<file path="src/rtl/bus_pkg.sv">
`default_nettype none
// ============================================================================
//  Module      : bus_pkg
//  Description : Shared bus constants used by the transmit queue and the bus
//                requester: default data width, default queue depth and the
//                width of an occupancy counter that can hold 0..depth.
//  Revision    : 1.0 - initial release
// ============================================================================
package bus_pkg;

    localparam int c_bus_n     = 8;
    localparam int c_bus_depth = 4;

    // A counter that must represent 0..depth inclusive needs one more code
    // than an address into a depth-entry array.
    function automatic int cnt_width(input int depth);
        return $clog2(depth + 1);
    endfunction

    localparam int c_bus_cnt_w = cnt_width(c_bus_depth);

endpackage : bus_pkg
`default_nettype wire

</file>
<file path="src/rtl/bus_txq_mem.sv">
`default_nettype none
// ============================================================================
//  Module      : bus_txq_mem
//  Description : DEPTH x N register array for the transmit queue. One
//                synchronous write port, one asynchronous read port. Storage
//                is deliberately not reset; the owner masks it while empty.
//  Ports       : clk     - clock
//                i_we    - write enable
//                i_waddr - write address
//                i_wdata - write data
//                i_raddr - read address
//                o_rdata - read data (combinational from i_raddr)
//  Revision    : 1.0 - initial release
// ============================================================================
module bus_txq_mem
    import bus_pkg::*;
#(
    parameter int N     = c_bus_n,
    parameter int DEPTH = c_bus_depth
) (
    input  logic                     clk,
    input  logic                     i_we,
    input  logic [$clog2(DEPTH)-1:0] i_waddr,
    input  logic [N-1:0]             i_wdata,
    input  logic [$clog2(DEPTH)-1:0] i_raddr,
    output logic [N-1:0]             o_rdata
);

    logic [N-1:0] r_mem [DEPTH];

    always_ff @(posedge clk) begin
        if (i_we) begin
            r_mem[i_waddr] <= i_wdata;
        end
    end

    assign o_rdata = r_mem[i_raddr];

endmodule : bus_txq_mem
`default_nettype wire

</file>
<file path="src/rtl/bus_tx_queue.sv">
`default_nettype none
// ============================================================================
//  Module      : bus_tx_queue
//  Description : Producer-side FIFO feeding a bus requester. The head word is
//                presented on data_in with req while the queue is non-empty;
//                a rising edge with req and gnt both high pops it. A push is
//                accepted when not full, or when a pop frees a slot on the
//                same edge. Pushes arriving while full without a pop are
//                dropped.
//  Ports       : clk      - clock, rising edge
//                rst      - synchronous active-low reset
//                wr_en    - push strobe
//                wr_data  - pushed word
//                full     - queue holds DEPTH words
//                count    - number of words held
//                req      - bus request (queue non-empty)
//                data_in  - head word, zero when empty
//                gnt      - bus grant, pops the head when req is high
//                overflow - sticky dropped-push flag
//  Config      : BUS_TXQ_OVERFLOW_EN - when defined, overflow latches on any
//                dropped push until reset; otherwise overflow is tied low.
//  Revision    : 1.0 - initial release
// ============================================================================
module bus_tx_queue
    import bus_pkg::*;
#(
    parameter int N     = c_bus_n,
    parameter int DEPTH = c_bus_depth
) (
    input  logic                       clk,
    input  logic                       rst,
    input  logic                       wr_en,
    input  logic [N-1:0]               wr_data,
    output logic                       full,
    output logic [$clog2(DEPTH+1)-1:0] count,
    output logic                       req,
    output logic [N-1:0]               data_in,
    input  logic                       gnt,
    output logic                       overflow
);

    localparam int c_aw    = $clog2(DEPTH);
    localparam int c_cnt_w = $clog2(DEPTH + 1);

    logic [c_aw-1:0]    r_wr_ptr;
    logic [c_aw-1:0]    r_rd_ptr;
    logic [c_cnt_w-1:0] r_count;
    logic [N-1:0]       w_rd_data;
    logic               w_full;
    logic               w_pop;
    logic               w_push;
    logic               w_drop;

    assign w_full = (r_count == c_cnt_w'(DEPTH));
    assign w_pop  = (r_count != '0) && gnt;
    // A pop on the same edge frees the slot the push needs.
    assign w_push = wr_en && (!w_full || w_pop);
    assign w_drop = wr_en && w_full && !w_pop;

    // Pointers wrap naturally because DEPTH is a power of two.
    always_ff @(posedge clk) begin
        if (!rst) begin
            r_wr_ptr <= '0;
            r_rd_ptr <= '0;
            r_count  <= '0;
        end else begin
            if (w_push) begin
                r_wr_ptr <= r_wr_ptr + c_aw'(1);
            end
            if (w_pop) begin
                r_rd_ptr <= r_rd_ptr + c_aw'(1);
            end
            case ({w_push, w_pop})
                2'b10:   r_count <= r_count + c_cnt_w'(1);
                2'b01:   r_count <= r_count - c_cnt_w'(1);
                default: r_count <= r_count;
            endcase
        end
    end

    // Reset has priority: a push on a reset edge must not land in storage
    // in a way that could later surface, so gate the write with rst too.
    bus_txq_mem #(
        .N     (N),
        .DEPTH (DEPTH)
    ) u_mem (
        .clk     (clk),
        .i_we    (w_push && rst),
        .i_waddr (r_wr_ptr),
        .i_wdata (wr_data),
        .i_raddr (r_rd_ptr),
        .o_rdata (w_rd_data)
    );

    assign full    = w_full;
    assign count   = r_count;
    assign req     = (r_count != '0);
    // Storage is unreset, so never expose it while empty.
    assign data_in = req ? w_rd_data : '0;

`ifdef BUS_TXQ_OVERFLOW_EN
    logic r_overflow;

    always_ff @(posedge clk) begin
        if (!rst) begin
            r_overflow <= 1'b0;
        end else if (w_drop) begin
            r_overflow <= 1'b1;
        end
    end

    assign overflow = r_overflow;
`else
    logic w_unused_drop;
    assign w_unused_drop = w_drop;
    assign overflow      = 1'b0;
`endif

endmodule : bus_tx_queue
`default_nettype wire

</file>
<file path="config.mk">
export PLATFORM = sky130hd
export DESIGN_NAME = bus_tx_queue
export DESIGN_NICKNAME = d
export VERILOG_FILES = /design/src/rtl/bus_pkg.sv /design/src/rtl/bus_txq_mem.sv /design/src/rtl/bus_tx_queue.sv
export SDC_FILE = /design/constraint.sdc
export NUM_CORES = 1
export LEC_CHECK = 0
export CAP_MARGIN = 20
export CORE_ASPECT_RATIO = 0.9
export CORE_UTILIZATION = 53
export DETAILED_ROUTE_END_ITERATION = 10
export GPL_TIMING_DRIVEN = 0
export PLACE_DENSITY = 0.78
export SLEW_MARGIN = 20
export SYNTH_ARGS = -nofsm -noshare
export SYNTH_HDL_FRONTEND = slang
export SYNTH_SLANG_ARGS = --single-unit
</file>
<file path="constraint.sdc">
create_clock -name clk -period 2.6 [get_ports clk]
set_clock_uncertainty 0.2 [all_clocks]
set_input_delay 0.39 -clock clk [delete_from_list [all_inputs] [get_ports clk]]
set_output_delay 0.39 -clock clk [all_outputs]
set_load 0.01 [all_outputs]
</file>
==> results.md, run 1 <==
- GPL Wtd Cong: 0.775
- Drt drc: 0
- Critical Path, Cell by Cell: buf_6 -> mux4_2 -> and2_1 -> clkdlybuf4s50_1
- Core ar.: 3110 sq um
- Drt pass-1 iters: 4
- Layout cell share with drive strength beyond 1: 15.8%
- Vias in the first global route: 1054
- Worst Path Arrival: 1.92 ns
- Initial drt markers: 56
- Root Driver: clkbuf_8
- Syn avg cell area: 15.1 sq um
- PwrDens: 694 nW/um^2
- Setup TNS: 0 ns
- WL final: 2.96 mm
- Worst Hold Path Cells: 4
- Post-synth top cells: edfxtp_1 (32), dfxtp_1 (9), and2_1 (8), inv_1 (8), mux4_2 (8)
- CTS tree: done
- Antenna cells: 0
- Reg area: 1140 sq um
- TritonCTS Buffers: 5
- Seq cells post-synth: 41
- Leak: 0.763 nW
- Synth Area in Compound Gates: 5.44%
- Vias/cell: 5.43
- RSZ-0062 raised after global routing: no
- RR Endpoint: count[2]$_SDFFE_PN0P_
- Die width: 62.9 microns
- Antenna violations before repair: 0
- Predominant post-synthesis flop cell: edfxtp_1
- Post-Synth Simple-Gate Area: 9.53%
- Critical path capture point type: output port
- Final core utilization: 68.6%
- CP required: 2.01 ns
- RR Startpoint: count[0]$_SDFFE_PN0P_
- Clock Path Buffers: 2
- Area occupied by multi-input gates: 563 sq um
- Status: finished, final reports clean
- Family with the most delay on the worst path: buffers and inverters
- Site row count: 19
- Buffers added on ports: 22
- Synth Area in Adders: 3.95%
- Slowest-stage cell, CP: mux4_2
- I/O Pins: 26
- # fillers: 217
- Clock Sinks: 41
- Hold Crit Start: gnt
- Post-DP HPWL: 2.04 mm
- Maxcap violations: 0
- Crit path largest cell delay: 0.51 ns
- Xor/xnor share of the synthesized area: 2.47%
- GRT Total Usage: 19.5%
- GRT overflow: 0
- YS warnings: 0
- Post-synth EDFFs: 32
- Via count: 1020
- Placed cells: 181
- Unique masters post-synth: 31
- Per-cell routed wire length: 15.8 microns
- Die footprint: 3580 sq um
- Area Overhead vs Synth: 20.6%
- CTS clock-pin slew for the worst setup and hold paths: 0.07 ns
- Peak supply drop: 0.327 mV
- Largest area contributor in the synthesized netlist: edfxtp_1
- CTS H-tree depth: 2
- Minimum clock period after layout: 2.51 ns
- Largest family of logic cells by synthesized area: multiplexers
- Endpoints failing hold: 0
- Die Span Y: 56.9 microns
- Reg-to-reg slack, setup: 0.43 ns
- Nets: 162
- Worst reg2reg path depth: 8
- CP Launch Type: flop
- Final cell count without fillers: 188
- Initial Util: 56.9%
- CP Buf/Inv Count: 2
- Clk Latency, worst-skew pair: 0.28 ns
- Mux contribution to synthesized area: 10.2%
- Top-area cell type share of the netlist area: 54.2%
- Final setup vio count: 0
- WS Path Type: flop to output port
- Synth area leaders: edfxtp_1 (54%), dfxtp_1 (10%), mux4_2 (10%)
- Seq/Total Area, Yosys: 64.4%
- First-pass GRT wire length: 4.91 mm
- Pins Over Slew Limit: 0
- Mapped Cells: 117
- Final period utilization: 96.7%
- Count leader, synth: edfxtp_1
- Synth async-reset ratio: 0%
- HP Class: primary input to flop
- Final ANT Viol Nets: 0
- Hold-fix buffers at CTS: 0
- Syn_nets: 134
- Synthesized cell area: 1770 sq um
- Crit path max fanout: 8
- Largest net degree at the start of global routing: 13
- Setup Fix Bufs, Post-CTS: 0
- Maximum clock frequency: 398 MHz
## final cells by class
cell class,count,area share (%)
tap,42,2.46
timing repair buffer,22,10.5
multi-input combinational,62,26.3
clock buffer,8,4.22
inverter,8,1.41
sequential,41,53.5
buffer,5,1.58
## worst register-to-register path: stages (launching register included)
cell	delay, ns
dfxtp_1	0.47
or3_4	0.19
buf_2	0.21
nand2_1	0.09
fa_1	0.42
nor2b_1	0.19
o21ai_0	0.12
o31ai_1	0.09
o21a_1	0.13
## kinds of logic (layout without fill, tap and decap cells)
group | Yosys count | in the layout
adders and majority gates | 5 | 5
other | 1 | 1
and+or+nand+nor | 31 | 31
buffers and inverters | 14 | 43
DFF | 41 | 41
AOI/OAI and AO/OA | 12 | 12
xor gates and xnor gates | 5 | 5
muxes | 8 | 8
## worst max path at each step
| stage | cells after the start | endpoint | slack (ns) |
|---|---|---|---|
| after CTS | 4 | data_in[6] | 0.06 |
| after global placement | 4 | data_in[6] | 0.29 |
| after global routing | 4 | data_in[3] | 0.0004 |
| after detailed placement | 4 | data_in[3] | 0.29 |
| after floorplan | 7 | count[2]$_SDFFE_PN0P_ | 0.57 |
| final | 4 | data_in[3] | 0.09 |
## where the power goes
part	switching, mW	leakage (nW)	total [mW]	internal (mW)
clock network	0.194	0.0455	0.410	0.216
registers	0.0263	0.365	0.766	0.740
logic	0.138	0.353	0.306	0.168
## metal layers
metal	vias up	track usage [%]	wire length [microns]	part of all wire [%]
met2	24	31.2	1530	52
met1	506	23.8	1250	42
li1	482	-	-	-
met4	0	11.3	76	2.6
met5	-	0	0	0
met3	8	5.49	102	3.4
## registers in the layout, summed over array words and instances, names as in the netlist, named ones only
name and flops:
count 3, r_rd_ptr 2, r_wr_ptr 2, u_mem.r_mem 32
## per-stage QoR
step / setup WS, ns / instance area [sq um] / power, mW / hold slack [ns]
after floorplan: 0.574 / 1770 / 0.959 / 0.285
after global routing: 0.000409 / 2140 / 1.55 / 0.351
after detailed placement: 0.285 / 2040 / 1.09 / 0.324
after CTS: 0.0581 / 2130 / 1.50 / 0.332
final: 0.0861 / 2140 / 1.48 / 0.336
after global placement: 0.288 / 2040 / 1.08 / 0.308
## repair_timing
| action | CTS | global route |
|---|---|---|
| setup endpoints to repair | 7 | 2 |
| gates resized for setup | 0 | 3 |
| cloned | 0 | 0 |
| hold endpoints to repair | 0 | 0 |
## layout by cell type, fill, tap and decap left out, types with 5 or more instances in the layout
master,count
edfxtp_1,32
clkdlybuf4s50_1,20
inv_1,8
mux4_2,8
and2_1,8
dfxtp_1,8
nor2_1,6
clkbuf_8,6
nand2_1,5
No activity file was read; power rests on OpenSTA's default activity.
==> run 2: changes to the inputs <==
CORE_ASPECT_RATIO = 1.4   (was 0.9)
CORE_UTILIZATION = 45   (was 53)
PLACE_DENSITY = 0.68   (was 0.78)
==> results.md, run 2 (synthesis gave the netlist of run 1 again) <==
- CTS clock-pin slew for the worst setup and hold paths: 0.07 ns
- Setup TNS: 0 ns
- CTS tree: done
- Via count: 1009
- Minimum clock period after layout: 2.51 ns
- GRT overflow: 0
- Pins Over Slew Limit: 0
- Endpoints failing hold: 0
- Post-DP HPWL: 2.02 mm
- Clk Latency, worst-skew pair: 0.29 ns
- Max reg flops: 32
- Metal-1 WL: 1.12 mm
- Site row count: 26
- Final ANT Viol Nets: 0
- Largest net degree at the start of global routing: 13
- PwrDens: 694 nW/um^2
- Final setup vio count: 0
- CP Launch Type: flop
- Met3 WL: 132 microns
- Maxcap violations: 0
- Initial Util: 47.8%
- Critical path capture point type: output port
- Area Overhead vs Synth: 21.2%
- Slowest-stage cell, CP: mux4_2
- CP required: 2.01 ns
- Core ar.: 3710 sq um
- Worst Path Arrival: 1.92 ns
- Drt drc: 0
- HP Class: primary input to flop
- Status: finished, final reports clean
- Vias/cell: 5.34
- Most common cell after layout, fill and taps aside: edfxtp_1
- RSZ-0062 raised after global routing: no
- Most frequent cells in the layout: edfxtp_1 (32), clkdlybuf4s50_1 (19)
- First-pass GRT wire length: 4.69 mm
- Critical Path, Cell by Cell: buf_6 -> mux4_2 -> and2_1 -> clkdlybuf4s50_1
- Final period utilization: 96.5%
- Peak supply drop: 0.376 mV
- Wire length on met2: 1.65 mm
- Drt pass-1 iters: 4
- Layout cell share with drive strength beyond 1: 16.3%
- WL final: 2.97 mm
- Die footprint: 4200 sq um
- Top Metal Used: met4
- I/O Pins: 26
- CTS H-tree depth: 2
- Antenna cells: 0
- WS Path Type: flop to output port
- Die width: 55.0 microns
- Crit path max fanout: 8
- Crit path largest cell delay: 0.51 ns
- Maximum clock frequency: 399 MHz
- Nets: 163
- DP Worst Slack: 0.305 ns
- Final setup margin: 0.0922 ns
- GPL Wtd Cong: 0.692
- Buffers added on ports: 22
- Root Driver: clkbuf_8
- Most flop-heavy register: u_mem.r_mem
- Clock Sinks: 41
- TritonCTS Buffers: 5
- Leak: 0.784 nW
- Clock Path Buffers: 2
- GRT Total Usage: 16.4%
- Initial drt markers: 22
- Die Span Y: 76.2 microns
- Antenna violations before repair: 0
- Overall Power: 1.49 mW
- Vias in the first global route: 1017
- Final core utilization: 57.9%
- Per-cell routed wire length: 15.7 microns
==> run 2: cell types whose count changed in the layout (fill, tap and decap cells not counted) <==
cell / previous run / this run
dlymetal6s2s_1: 2 / 3
buf_4: 1 / 2
clkdlybuf4s50_1: 20 / 19
==> run 2: per-stage QoR <==
stage	cells	area [sq um]	hold slack [ns]
after CTS	188	2130	0.316
after global placement	181	2040	0.310
after detailed placement	181	2040	0.311
final	189	2150	0.321
after global routing	189	2150	0.376
after floorplan	117	1770	0.285
==> run 2: cell type report <==
type	instances	area, sq um
Fill cell	297	1560
Clock buffer	8	90.1
Tap cell	42	52.6
Timing Repair Buffer	23	235
Multi-Input combinational cell	62	563
Buffer	5	33.8
Sequential cell	41	1140
Inverter	8	30.0
==> run 2: report_power, final <==
group          internal [mW]  total [mW]  switching, mW
Sequential             0.740       0.766         0.0256
Clock                  0.216       0.416          0.199
Combinational          0.171       0.309          0.137
==> run 2: critical path, delay by kind of cell, from the launching register on <==
family                 cells  cell delay, ns
buffers and inverters      2            0.63
flip-flops                 1            0.33
multiplexers               1            0.51
AND/OR/NAND/NOR            1            0.17
==> run 2: what timing repair did <==
item / CTS / global route
hold buffers: 0 / 0
resized for setup: 0 / 4
setup buffers: 0 / 1
endpoints found under the setup margin: 8 / 8
==> run 2: path summary, 6_finish.rpt <==
| check | end | startpoint | depth (start not counted) | slack (ns) |
|---|---|---|---|---|
| setup / recovery | data_in[6] | flop | 4 | 0.09 |
| hold reg to reg | flop | r_rd_ptr[1]$_SDFFE_PN0N_ | 2 | 0.32 |
| setup reg to reg | count[2]$_SDFFE_PN0P_ | count[1]$_SDFFE_PN0P_ | 7 | 0.48 |
| hold / removal | flop | gnt | 4 | 0.32 |
==> run 2: metal layers <==
metal	track usage, %	vias to the layer above
li1	-	484
met2	27.7	26
met3	5.19	7
met1	17.0	492
met4	8.25	0
met5	0	-
==> run 3: changes to the inputs <==
SLEW_MARGIN = default   (was 20)
==> results of run 3 <==
No change in the layout: final DEF, timing and power equal those of run 2.
